`src/rtl/prog_loader_pkg.sv`:
```
// Shared definitions for the program loader: state encodings, error codes and the
// per-state output decode.
package prog_loader_pkg;

    localparam logic [3:0] ST_IDLE   = 4'd0;
    localparam logic [3:0] ST_CNT_HI = 4'd1;
    localparam logic [3:0] ST_CNT_LO = 4'd2;
    localparam logic [3:0] ST_DAT_HI = 4'd3;
    localparam logic [3:0] ST_DAT_LO = 4'd4;
    localparam logic [3:0] ST_WRITE  = 4'd5;
    localparam logic [3:0] ST_CSUM   = 4'd6;
    localparam logic [3:0] ST_RUN    = 4'd7;
    localparam logic [3:0] ST_ERR    = 4'd8;

    typedef logic [1:0] err_code_t;

    localparam err_code_t ERR_NONE = 2'd0;
    localparam err_code_t ERR_LEN  = 2'd1;
    localparam err_code_t ERR_CSUM = 2'd2;
    localparam err_code_t ERR_TMO  = 2'd3;

    // Frame on the wire: COUNT_HI COUNT_LO {W_HI W_LO} x N CSUM, big-endian.
    typedef struct packed {
        logic rx_ready;
        logic busy;
        logic work;
        logic im_we;
    } st_out_t;

    function automatic st_out_t decode_state(input logic [3:0] st);
        st_out_t o;
        o          = '0;
        o.rx_ready = (st == ST_CNT_HI) || (st == ST_CNT_LO) || (st == ST_DAT_HI) ||
                     (st == ST_DAT_LO) || (st == ST_CSUM);
        o.busy     = (st >= ST_CNT_HI) && (st <= ST_CSUM);
        o.work     = (st == ST_RUN);
        o.im_we    = (st == ST_WRITE);
        return o;
    endfunction

endpackage

```
`src/rtl/prog_loader_byte_timer.sv`:
```
// Idle-cycle counter for the loader: o_expired flags the cycle in which the TIMEOUT-th
// consecutive enabled cycle completes. TIMEOUT of 0 disables it.
module prog_loader_byte_timer #(
    parameter int unsigned TIMEOUT = 1000
) (
    input  logic i_clk,
    input  logic i_rst_n,
    input  logic i_clr,
    input  logic i_en,
    output logic o_expired
);

    if (TIMEOUT == 0) begin : g_off
        assign o_expired = 1'b0;
    end else begin : g_on
        localparam int unsigned CNT_W = (TIMEOUT > 1) ? $clog2(TIMEOUT) : 1;
        localparam logic [CNT_W-1:0] CNT_LAST = CNT_W'(TIMEOUT - 1);

        logic [CNT_W-1:0] r_cnt;

        assign o_expired = i_en && (r_cnt == CNT_LAST);

        always_ff @(posedge i_clk or negedge i_rst_n) begin
            if (!i_rst_n) begin
                r_cnt <= '0;
            end else if (i_clr) begin
                r_cnt <= '0;
            end else if (i_en && !o_expired) begin
                r_cnt <= r_cnt + CNT_W'(1);
            end
        end
    end

endmodule

```
`src/rtl/prog_loader.sv`:
```
// Program loader: parses a length/data/checksum byte frame into 16-bit instruction-memory
// writes, then enables the core; also owns the core's run/halt control.
module prog_loader
    import prog_loader_pkg::*;
#(
    parameter int unsigned ADDR_W  = 8,
    parameter int unsigned DEPTH   = 256,
    parameter int unsigned TIMEOUT = 1000
) (
    input  logic              i_clk,
    input  logic              i_rst_n,
    input  logic              i_start,
    input  logic              i_halt,
    input  logic              i_rx_valid,
    input  logic [7:0]        i_rx_data,
    output logic              o_rx_ready,
    output logic              o_im_we,
    output logic [ADDR_W-1:0] o_im_addr,
    output logic [15:0]       o_im_wdata,
    output logic              o_work,
    output logic              o_busy,
    output logic              o_err,
    output logic [1:0]        o_err_code
);

    logic [3:0]        r_state,     w_state_d;
    logic [7:0]        r_hi,        w_hi_d;
    logic [7:0]        r_csum,      w_csum_d;
    logic [ADDR_W-1:0] r_addr,      w_addr_d;
    logic [15:0]       r_remain,    w_remain_d;
    logic [ADDR_W-1:0] r_im_addr,   w_im_addr_d;
    logic [15:0]       r_im_wdata,  w_im_wdata_d;
    logic              r_err,       w_err_d;
    err_code_t         r_err_code,  w_err_code_d;
    st_out_t           r_out;

    logic        w_xfer;
    logic        w_expired;
    logic        w_can_start;
    logic        w_tmr_clr;
    logic        w_tmr_en;
    logic [15:0] w_count;

    assign w_xfer      = i_rx_valid & r_out.rx_ready;
    assign w_count     = {r_hi, i_rx_data};
    assign w_can_start = (r_state == ST_IDLE) || (r_state == ST_RUN) || (r_state == ST_ERR);
    assign w_tmr_clr   = w_xfer | ~r_out.rx_ready;
    assign w_tmr_en    = r_out.rx_ready & ~w_xfer;

    prog_loader_byte_timer #(
        .TIMEOUT (TIMEOUT)
    ) u_byte_timer (
        .i_clk     (i_clk),
        .i_rst_n   (i_rst_n),
        .i_clr     (w_tmr_clr),
        .i_en      (w_tmr_en),
        .o_expired (w_expired)
    );

    always_comb begin
        w_state_d     = r_state;
        w_hi_d        = r_hi;
        w_csum_d      = r_csum;
        w_addr_d      = r_addr;
        w_remain_d    = r_remain;
        w_im_addr_d   = r_im_addr;
        w_im_wdata_d  = r_im_wdata;
        w_err_d       = r_err;
        w_err_code_d  = r_err_code;

        if (i_halt) begin
            w_state_d = ST_IDLE;
        end else if (i_start && w_can_start) begin
            w_state_d    = ST_CNT_HI;
            w_err_d      = 1'b0;
            w_err_code_d = ERR_NONE;
            w_addr_d     = '0;
            w_csum_d     = '0;
        end else begin
            case (r_state)
                ST_CNT_HI: begin
                    if (w_xfer) begin
                        w_hi_d    = i_rx_data;
                        w_state_d = ST_CNT_LO;
                    end
                end
                ST_CNT_LO: begin
                    if (w_xfer) begin
                        if (w_count == 16'd0 || 32'(w_count) > DEPTH) begin
                            w_state_d    = ST_ERR;
                            w_err_d      = 1'b1;
                            w_err_code_d = ERR_LEN;
                        end else begin
                            w_remain_d = w_count;
                            w_state_d  = ST_DAT_HI;
                        end
                    end
                end
                ST_DAT_HI: begin
                    if (w_xfer) begin
                        w_hi_d    = i_rx_data;
                        w_csum_d  = r_csum ^ i_rx_data;
                        w_state_d = ST_DAT_LO;
                    end
                end
                ST_DAT_LO: begin
                    if (w_xfer) begin
                        w_csum_d     = r_csum ^ i_rx_data;
                        w_im_addr_d  = r_addr;
                        w_im_wdata_d = {r_hi, i_rx_data};
                        w_state_d    = ST_WRITE;
                    end
                end
                ST_WRITE: begin
                    w_addr_d   = r_addr + ADDR_W'(1);
                    w_remain_d = r_remain - 16'd1;
                    w_state_d  = (r_remain == 16'd1) ? ST_CSUM : ST_DAT_HI;
                end
                ST_CSUM: begin
                    if (w_xfer) begin
                        if (i_rx_data == r_csum) begin
                            w_state_d = ST_RUN;
                        end else begin
                            w_state_d    = ST_ERR;
                            w_err_d      = 1'b1;
                            w_err_code_d = ERR_CSUM;
                        end
                    end
                end
                default: ;
            endcase

            // Only asserted in byte-accepting states on a cycle without a transfer.
            if (w_expired) begin
                w_state_d    = ST_ERR;
                w_err_d      = 1'b1;
                w_err_code_d = ERR_TMO;
            end
        end
    end

    always_ff @(posedge i_clk or negedge i_rst_n) begin
        if (!i_rst_n) begin
            r_state    <= ST_IDLE;
            r_hi       <= '0;
            r_csum     <= '0;
            r_addr     <= '0;
            r_remain   <= '0;
            r_im_addr  <= '0;
            r_im_wdata <= '0;
            r_err      <= 1'b0;
            r_err_code <= ERR_NONE;
            r_out      <= '0;
        end else begin
            r_state    <= w_state_d;
            r_hi       <= w_hi_d;
            r_csum     <= w_csum_d;
            r_addr     <= w_addr_d;
            r_remain   <= w_remain_d;
            r_im_addr  <= w_im_addr_d;
            r_im_wdata <= w_im_wdata_d;
            r_err      <= w_err_d;
            r_err_code <= w_err_code_d;
            r_out      <= decode_state(w_state_d);
        end
    end

    assign o_rx_ready = r_out.rx_ready;
    assign o_busy     = r_out.busy;
    assign o_work     = r_out.work;
    assign o_im_we    = r_out.im_we;
    assign o_im_addr  = r_im_addr;
    assign o_im_wdata = r_im_wdata;
    assign o_err      = r_err;
    assign o_err_code = r_err_code;

endmodule

```
`config.mk`:
```
export PLATFORM = sky130hd
export DESIGN_NAME = prog_loader
export DESIGN_NICKNAME = d
export VERILOG_FILES = /design/src/rtl/prog_loader_pkg.sv /design/src/rtl/prog_loader_byte_timer.sv /design/src/rtl/prog_loader.sv
export SDC_FILE = /design/constraint.sdc
export NUM_CORES = 1
export LEC_CHECK = 0
export ABC_AREA = 1
export CORE_MARGIN = 10
export CORE_UTILIZATION = 50
export DETAILED_ROUTE_END_ITERATION = 16
export HOLD_SLACK_MARGIN = 0.12
export PLACE_DENSITY = 0.72
export SYNTH_ARGS = -nofsm -noshare
export SYNTH_HDL_FRONTEND = slang
export SYNTH_SLANG_ARGS = --single-unit
export TNS_END_PERCENT = 50
```
`constraint.sdc`:
```
create_clock -name i_clk -period 2.18 [get_ports i_clk]
set_input_delay 0.545 -clock i_clk [delete_from_list [all_inputs] [get_ports i_clk]]
set_output_delay 0.545 -clock i_clk [all_outputs]
set_load 0.02 [all_outputs]
```
# Yosys cells after proc, flatten, opt, wreduce, memory -nomap -nowiden
# Index checks and enable logic that the tools add are counted.
[classes] n_bitwise=8 n_lt_le_gt_ge=3 muxes=36 n_reduce_logical=28 n_addsub=3 n_eq_ne=24
[op_table] operator="$mux W4" count=10
[op_table] operator="$mux W8" count=5
[op_table] operator="$eq A4 B3 Y1 const B" count=8
[op_table] operator="$mux W16" count=2
[op_table] operator="$pmux W16 S2" count=1
[op_table] operator="$pmux W4 S6" count=1
[op_table] operator="$mux W10" count=2
[op_table] operator="$eq A16 B1 Y1 const B" count=1
[op_table] operator="$eq A4 B2 Y1 const B" count=4
[op_table] operator="$gt A16 B9 Y1 const B" count=1
[op_table] operator="$logic_not A16 Y1" count=1
[op_table] operator="$ne A4 B3 Y1 const B" count=4
[op_table] operator="$sub A16 B1 Y16 const B" count=1
[op_table] operator="$mux W2" count=6
[op_table] operator="$add A10 B1 Y10 const B" count=1
[op_table] operator="$eq A10 B10 Y1 const B" count=1
[op_table] operator="$reduce_bool A2 Y1" count=5
[op_table] operator="$add A8 B1 Y8 const B" count=1
[op_table] operator="$eq A4 B1 Y1 const B" count=2
[op_table] operator="$eq A8 B8 Y1" count=1
[op_table] operator="$reduce_and A4 Y1" count=2
[op_table] operator="$xor A8 B8 Y8" count=1
[op_table] operator="$logic_or A1 B1 Y1" count=7
[op_table] operator="$mux W1" count=6
[op_table] operator="19 further kinds" count=28
[word_totals] input_bits=13 out_inout_bits=31 wordCells=116 reg_bits=85

# Logic depth before layout (Yosys ltp)
[logic_depth] depth_word=13 mapped_depth=16 mapped_depth_nobuf=16

# Hierarchy
# From an unflattened synthesis, not the netlist that was laid out.
[unflattened] hier_cells=589 area_unflattened_um2=4540.6
[by_module_without_submodules] mod="prog_loader" cells_each=495 area_each_um2=3902.5 n_inst=1 seq_area_each_um2=1876.8
[by_module_without_submodules] mod="prog_loader_byte_timer" cells_each=94 area_each_um2=638.1 n_inst=1 seq_area_each_um2=250.2

# Worst setup path before layout
# Ideal clock, no wire load.
[synth_path] path_kind="input to register" start="in i_rx_data[6]" end="reg r_remain[8]" arrival_ns=1.644 cell_stages=9 path_buffers=1 t_required_ns=2.059 setup_ns=0.121 slack_ns=0.415 cell_sequence="nor2_1 > nand2_1 > o21ai_1 > nand4_1 > and2_1 > nor3_2 > buf_4 > nand2_1 > a22o_1"
[synth_via] elab_chain_cells=4 word_cells_on_any_way=5 classes_between="1 x order compare; 1 x eq/ne; 3 x reduce/logical"
[synth_rtl] item="start: declaration" line_no="prog_loader.sv:15" text="input logic [7:0] i_rx_data,"
[synth_rtl] item="$gt A16 B9 Y1 or $logic_not A16 Y1 (tied branches)" line_no="prog_loader.sv:89" text="if (w_count == 16'd0 || 32'(w_count) > DEPTH) begin"
[synth_rtl] item="$logic_or A1 B1 Y1 *" line_no="prog_loader.sv:89"
[synth_rtl] item="$ne A2 B2 Y1 (no line) *"
[synth_rtl] item="$reduce_and A5 Y1 (no line) *"
[synth_rtl] item="end signal: assignment" line_no="prog_loader.sv:159" text="r_remain <= w_remain_d;"
[synth_rtl] item="end: declaration" line_no="prog_loader.sv:30" text="logic [15:0] r_remain, w_remain_d;"
# Mark *: on every way between the ends. The rest lies on a longest branch, timed or not.
# A chain may end at the register's enable or synchronous reset.

# Worst setup path in the final report
[layout_path] start="in i_rx_data[6]" end="reg r_out (netlist bit o_busy)"
[layout_via] elab_chain_cells=10 word_cells_on_any_way=15 classes_between="3 x order compare; 1 x eq/ne; 8 x mux; 3 x reduce/logical"
[layout_rtl] item="$gt A16 B9 Y1 or $logic_not A16 Y1 (tied branches)" line_no="prog_loader.sv:89"
[layout_rtl] item="$logic_or A1 B1 Y1" line_no="prog_loader.sv:89"
[layout_rtl] item="$mux W4" line_no="prog_loader.sv:89"
[layout_rtl] item="$mux W4" line_no="prog_loader.sv:88" text="if (w_xfer) begin"
[layout_rtl] item="$pmux W4 S6 *" line_no="prog_loader.sv:80" text="case (r_state)"
[layout_rtl] item="$mux W4 *" line_no="prog_loader.sv:134" text="if (w_expired) begin"
[layout_rtl] item="$mux W4 *" line_no="prog_loader.sv:73" text="end else if (i_start && w_can_start) begin"
[layout_rtl] item="$mux W4 *" line_no="prog_loader.sv:71" text="if (i_halt) begin"
[layout_rtl] item="$ge A4 B1 Y1 or $le A4 B3 Y1 (tied branches)" line_no="prog_loader_pkg.sv:35" text="o.busy = (st >= ST_CNT_HI) && (st <= ST_CSUM);"
[layout_rtl] item="$logic_and A1 B1 Y1 *" line_no="prog_loader_pkg.sv:35"
[layout_rtl] item="end signal: assignment" line_no="prog_loader.sv:164" text="r_out <= decode_state(w_state_d);"
[layout_rtl] item="end: declaration" line_no="prog_loader.sv:35" text="st_out_t r_out;"
# Marked as above.

==> metrics.md <==
| Metric | Value |
|---|---|
| Max VDD drop | 0.0006429 V |
| Final period util | 0.9636 |
| Vias | 3879 |
| Most common cell after layout, fill and taps aside | nand2_1 |
| TritonCTS clock tree | yes |
| Gpl congestion | 0.8659 |
| Crit start category | input port |
| Area of the multi-input gates | 0.001839 mm² |
| Crit Path Class | input port to flop |
| Starting DRT DRC Count | 225 |
| Post-CTS setup buffers | 0 |
| Yosys reg bits | 85 |
| Syn nets | 578 |
| Synth-to-Final Area Change | 24.93% |
| # IOs | 44 |
| DR vias/cell | 5.124 |
| Synth Flop Type | dfrtp_1 |
| Endpoint class of the critical path | flop |
| Core area | 0.008299 mm² |
| Clock sink count | 85 |
| Synth warn | 0 |
| Antenna Cells | 0 |
| Tot Pwr | 5.666 mW |
| Largest net degree at the start of global routing | 45 |
| Post-synthesis async set-or-reset flop share | 1.000 |
| Synth Instances | 561 |
| First-pass GRT wire length | 17570 µm |
| Vias in the first global route | 3633 |
| Worst Path Required | 2.44 ns |
| Worst path bufs/invs | 2 |
| FP Rows | 33 |
| # setup viols final | 0 |
| Final Hold Viols | 0 |
| Syn Std Cell Area | 0.004302 mm² |
| Routed WL | 10640 µm |
| TritonRoute pass-1 iters | 5 |
| Clk_lat worst skew | 0.37 ns |
| Die area | 0.01271 mm² |
| Worst-case clock buffer depth | 2 |
| Fmax | 476.1 MHz |
| Post-synth EDFFs | 0 |
| PD cells | 1054 mW/mm² |
| Max cap viols | 0 |
| Hpwl dp | 8033 µm |
| Max FO, Critical Path | 3 |
| Share of layout cells above drive strength 1 | 0.1350 |
| Met2 usage in global routing | 0.2788 |
| Min Hold Slack | 0.4794 ns |
| CP Cell Sequence | clkdlybuf4s50_1, nor2_1, nand2_1, o21ai_2, nand4_1, buf_4, nand3_1, nand3_1, nand2_1, nand2_1, nor2_1, nand2_1, nand2_1, nor2_1 |
| ANT nets after route | 0 |
| Crit path top cell by count | nand2_1 |
| Clock slew at reported path FFs | 0.09 ns |
| Port Buffers | 43 |
| Post-Syn Area per Cell | 7.668 µm² |
| Crit-path leading delay family | simple AND/OR/NAND/NOR gates |
| # nets final | 664 |
| GRT busiest layer | met2 |
| Number of clock buffers inserted by TritonCTS | 9 |
| Leakage | 2.587 nW |
| Tot GR Track Use | 0.1653 |
| Placed inst area | 0.005141 mm² |
| Status | complete, no violations |
| Fillers | 706 |
| Yosys cell types | 32 |
| Post-route minimum period | 2.101 ns |
| DR WL/cell | 14.05 µm |
| H-tree Lvls | 3 |
| Overall die height | 112.8 µm |
| Met3 Use GR | 0.02377 |
| Initial core utilization | 0.5183 |
| Die width | 112.8 µm |
| Hold WC Path Type | flop to flop |
| Measured slew at the worst slew-check pin | 0.5865 ns |
| Slowest CP cell | clkdlybuf4s50_1 |
| Most frequent cells in the layout | nand2_1, dfrtp_1, inv_1 |
| Worst path max stage delay | 0.43 ns |
| CP Data Arrival Time | 2.36 ns |
| GRT met1 Usage | 0.2112 |
| Slew margin rel. | 0.6085 |
| Clock skew | 0.01402 ns |
| GR Overflow Total | 0 |
| Final Slew Violations | 0 |
| Root Buffer | clkbuf_8 |
| Initial antenna violation count | 0 |
| Register area | 0.002127 mm² |
| DRC viols | 0 |
| Fin area | 0.005374 mm² |
| Sequential element share of the synthesized area | 0.4945 |
-- Yosys cell counts (2+ instances only) --
library cell  count  area [µm²]
nand2_1         150       563.0
dfrtp_1          85        2127
inv_1            71       266.5
nor2_1           60       225.2
o21ai_0          60       300.3
a21oi_1          26       130.1
nand3_1          23       115.1
nor3_1            9       45.04
o22ai_1           9       56.30
inv_2             7       26.28
nor2_2            6       37.54
xor2_1            6       52.55
buf_2             5       25.02
nand2_2           5       31.28
o21ai_1           5       25.02
clkbuf_1          4       15.01
ha_1              4       50.05
nor4_1            4       25.02
nand4_1           3       18.77
nor2_4            3       33.78
a31oi_1           2       12.51
buf_4             2       15.01
o211ai_1          2       15.01
o32ai_1           2       17.52
-- cell type report --
type / instances / share of cell area
well taps: 105 / 0.02445
repair buffers: 87 / 0.1462
multi-input cells: 386 / 0.3423
flip-flops and latches: 85 / 0.3958
clock inverters: 7 / 0.01374
clock buffers: 9 / 0.02305
inverters: 78 / 0.05448
-- flip-flops by register name, summed over array words and instances, names as in the netlist --
name,flops
o_work,1
r_hi,8
r_state,4
u_byte_timer.g_on.r_cnt,10
o_busy,1
o_im_addr,8
r_remain,16
o_im_we,1
o_rx_ready,1
o_err_code,2
o_err,1
r_addr,8
o_im_wdata,16
r_csum,8
-- stage by stage --
step	worst slack [ns]	instances	util	setup TNS (ns)
after floorplan	0.4149	561	-	0
after global placement	-0.2333	739	0.6195	-3.293
after detailed placement	-0.2614	739	0.6195	-4.522
after CTS	0.1219	756	0.6445	0
after global routing	-0.04682	757	0.6475	-0.09047
final	0.07940	757	0.6475	0
-- worst min-delay path: stages (launching register included) --
cell and delay (ns):
dfrtp_1 0.35, nand2_1 0.05, nand2_1 0.05
-- repair_timing --
| item | 4_1_cts | 5_1_grt |
|---|---|---|
| resized for setup | 0 | 8 |
| hold endpoints to repair | 25 | 0 |
| hold buffers | 1 | 0 |
| setup endpoints to repair | 0 | 8 |
-- path summary, 6_finish.rpt --
check	start	end	slack, ns	cells after the start
min in group asynchronous	i_rst_n	r_remain[0]	0.64	2
max reg2reg	r_hi[2]	o_busy	0.31	13
max in group asynchronous	i_rst_n	r_hi[5]	0.98	3
max	i_rx_data[6]	o_busy	0.08	14
min	o_im_wdata[15]	o_im_wdata[15]	0.48	2
min reg2reg	o_im_wdata[15]	o_im_wdata[15]	0.48	2
-- logic make-up after synthesis --
kind of cell / Yosys count / share of synthesized area
AND/OR/NAND/NOR: 267 / 0.2627
buffers and inverters: 90 / 0.08202
XOR/XNOR: 6 / 0.01222
AO/OA/AOI/OAI: 109 / 0.1370
adder cells (fa/ha/maj): 4 / 0.01164
flip-flops: 85 / 0.4945
-- metal layers --
| metal | up-vias | part of all wire |
|---|---|---|
| li1 | 1954 | - |
| met1 | 1806 | 0.45 |
| met2 | 98 | 0.50 |
| met3 | 21 | 0.043 |
| met4 | 0 | 0.015 |
| met5 | - | 0 |
-- report_power, final --
part           internal [mW]  switching (mW)
clock network          0.533           0.607
registers               2.02           0.324
logic                  0.885            1.30
total                   3.44            2.23
Note: power is estimated with default switching activity, not from simulation.
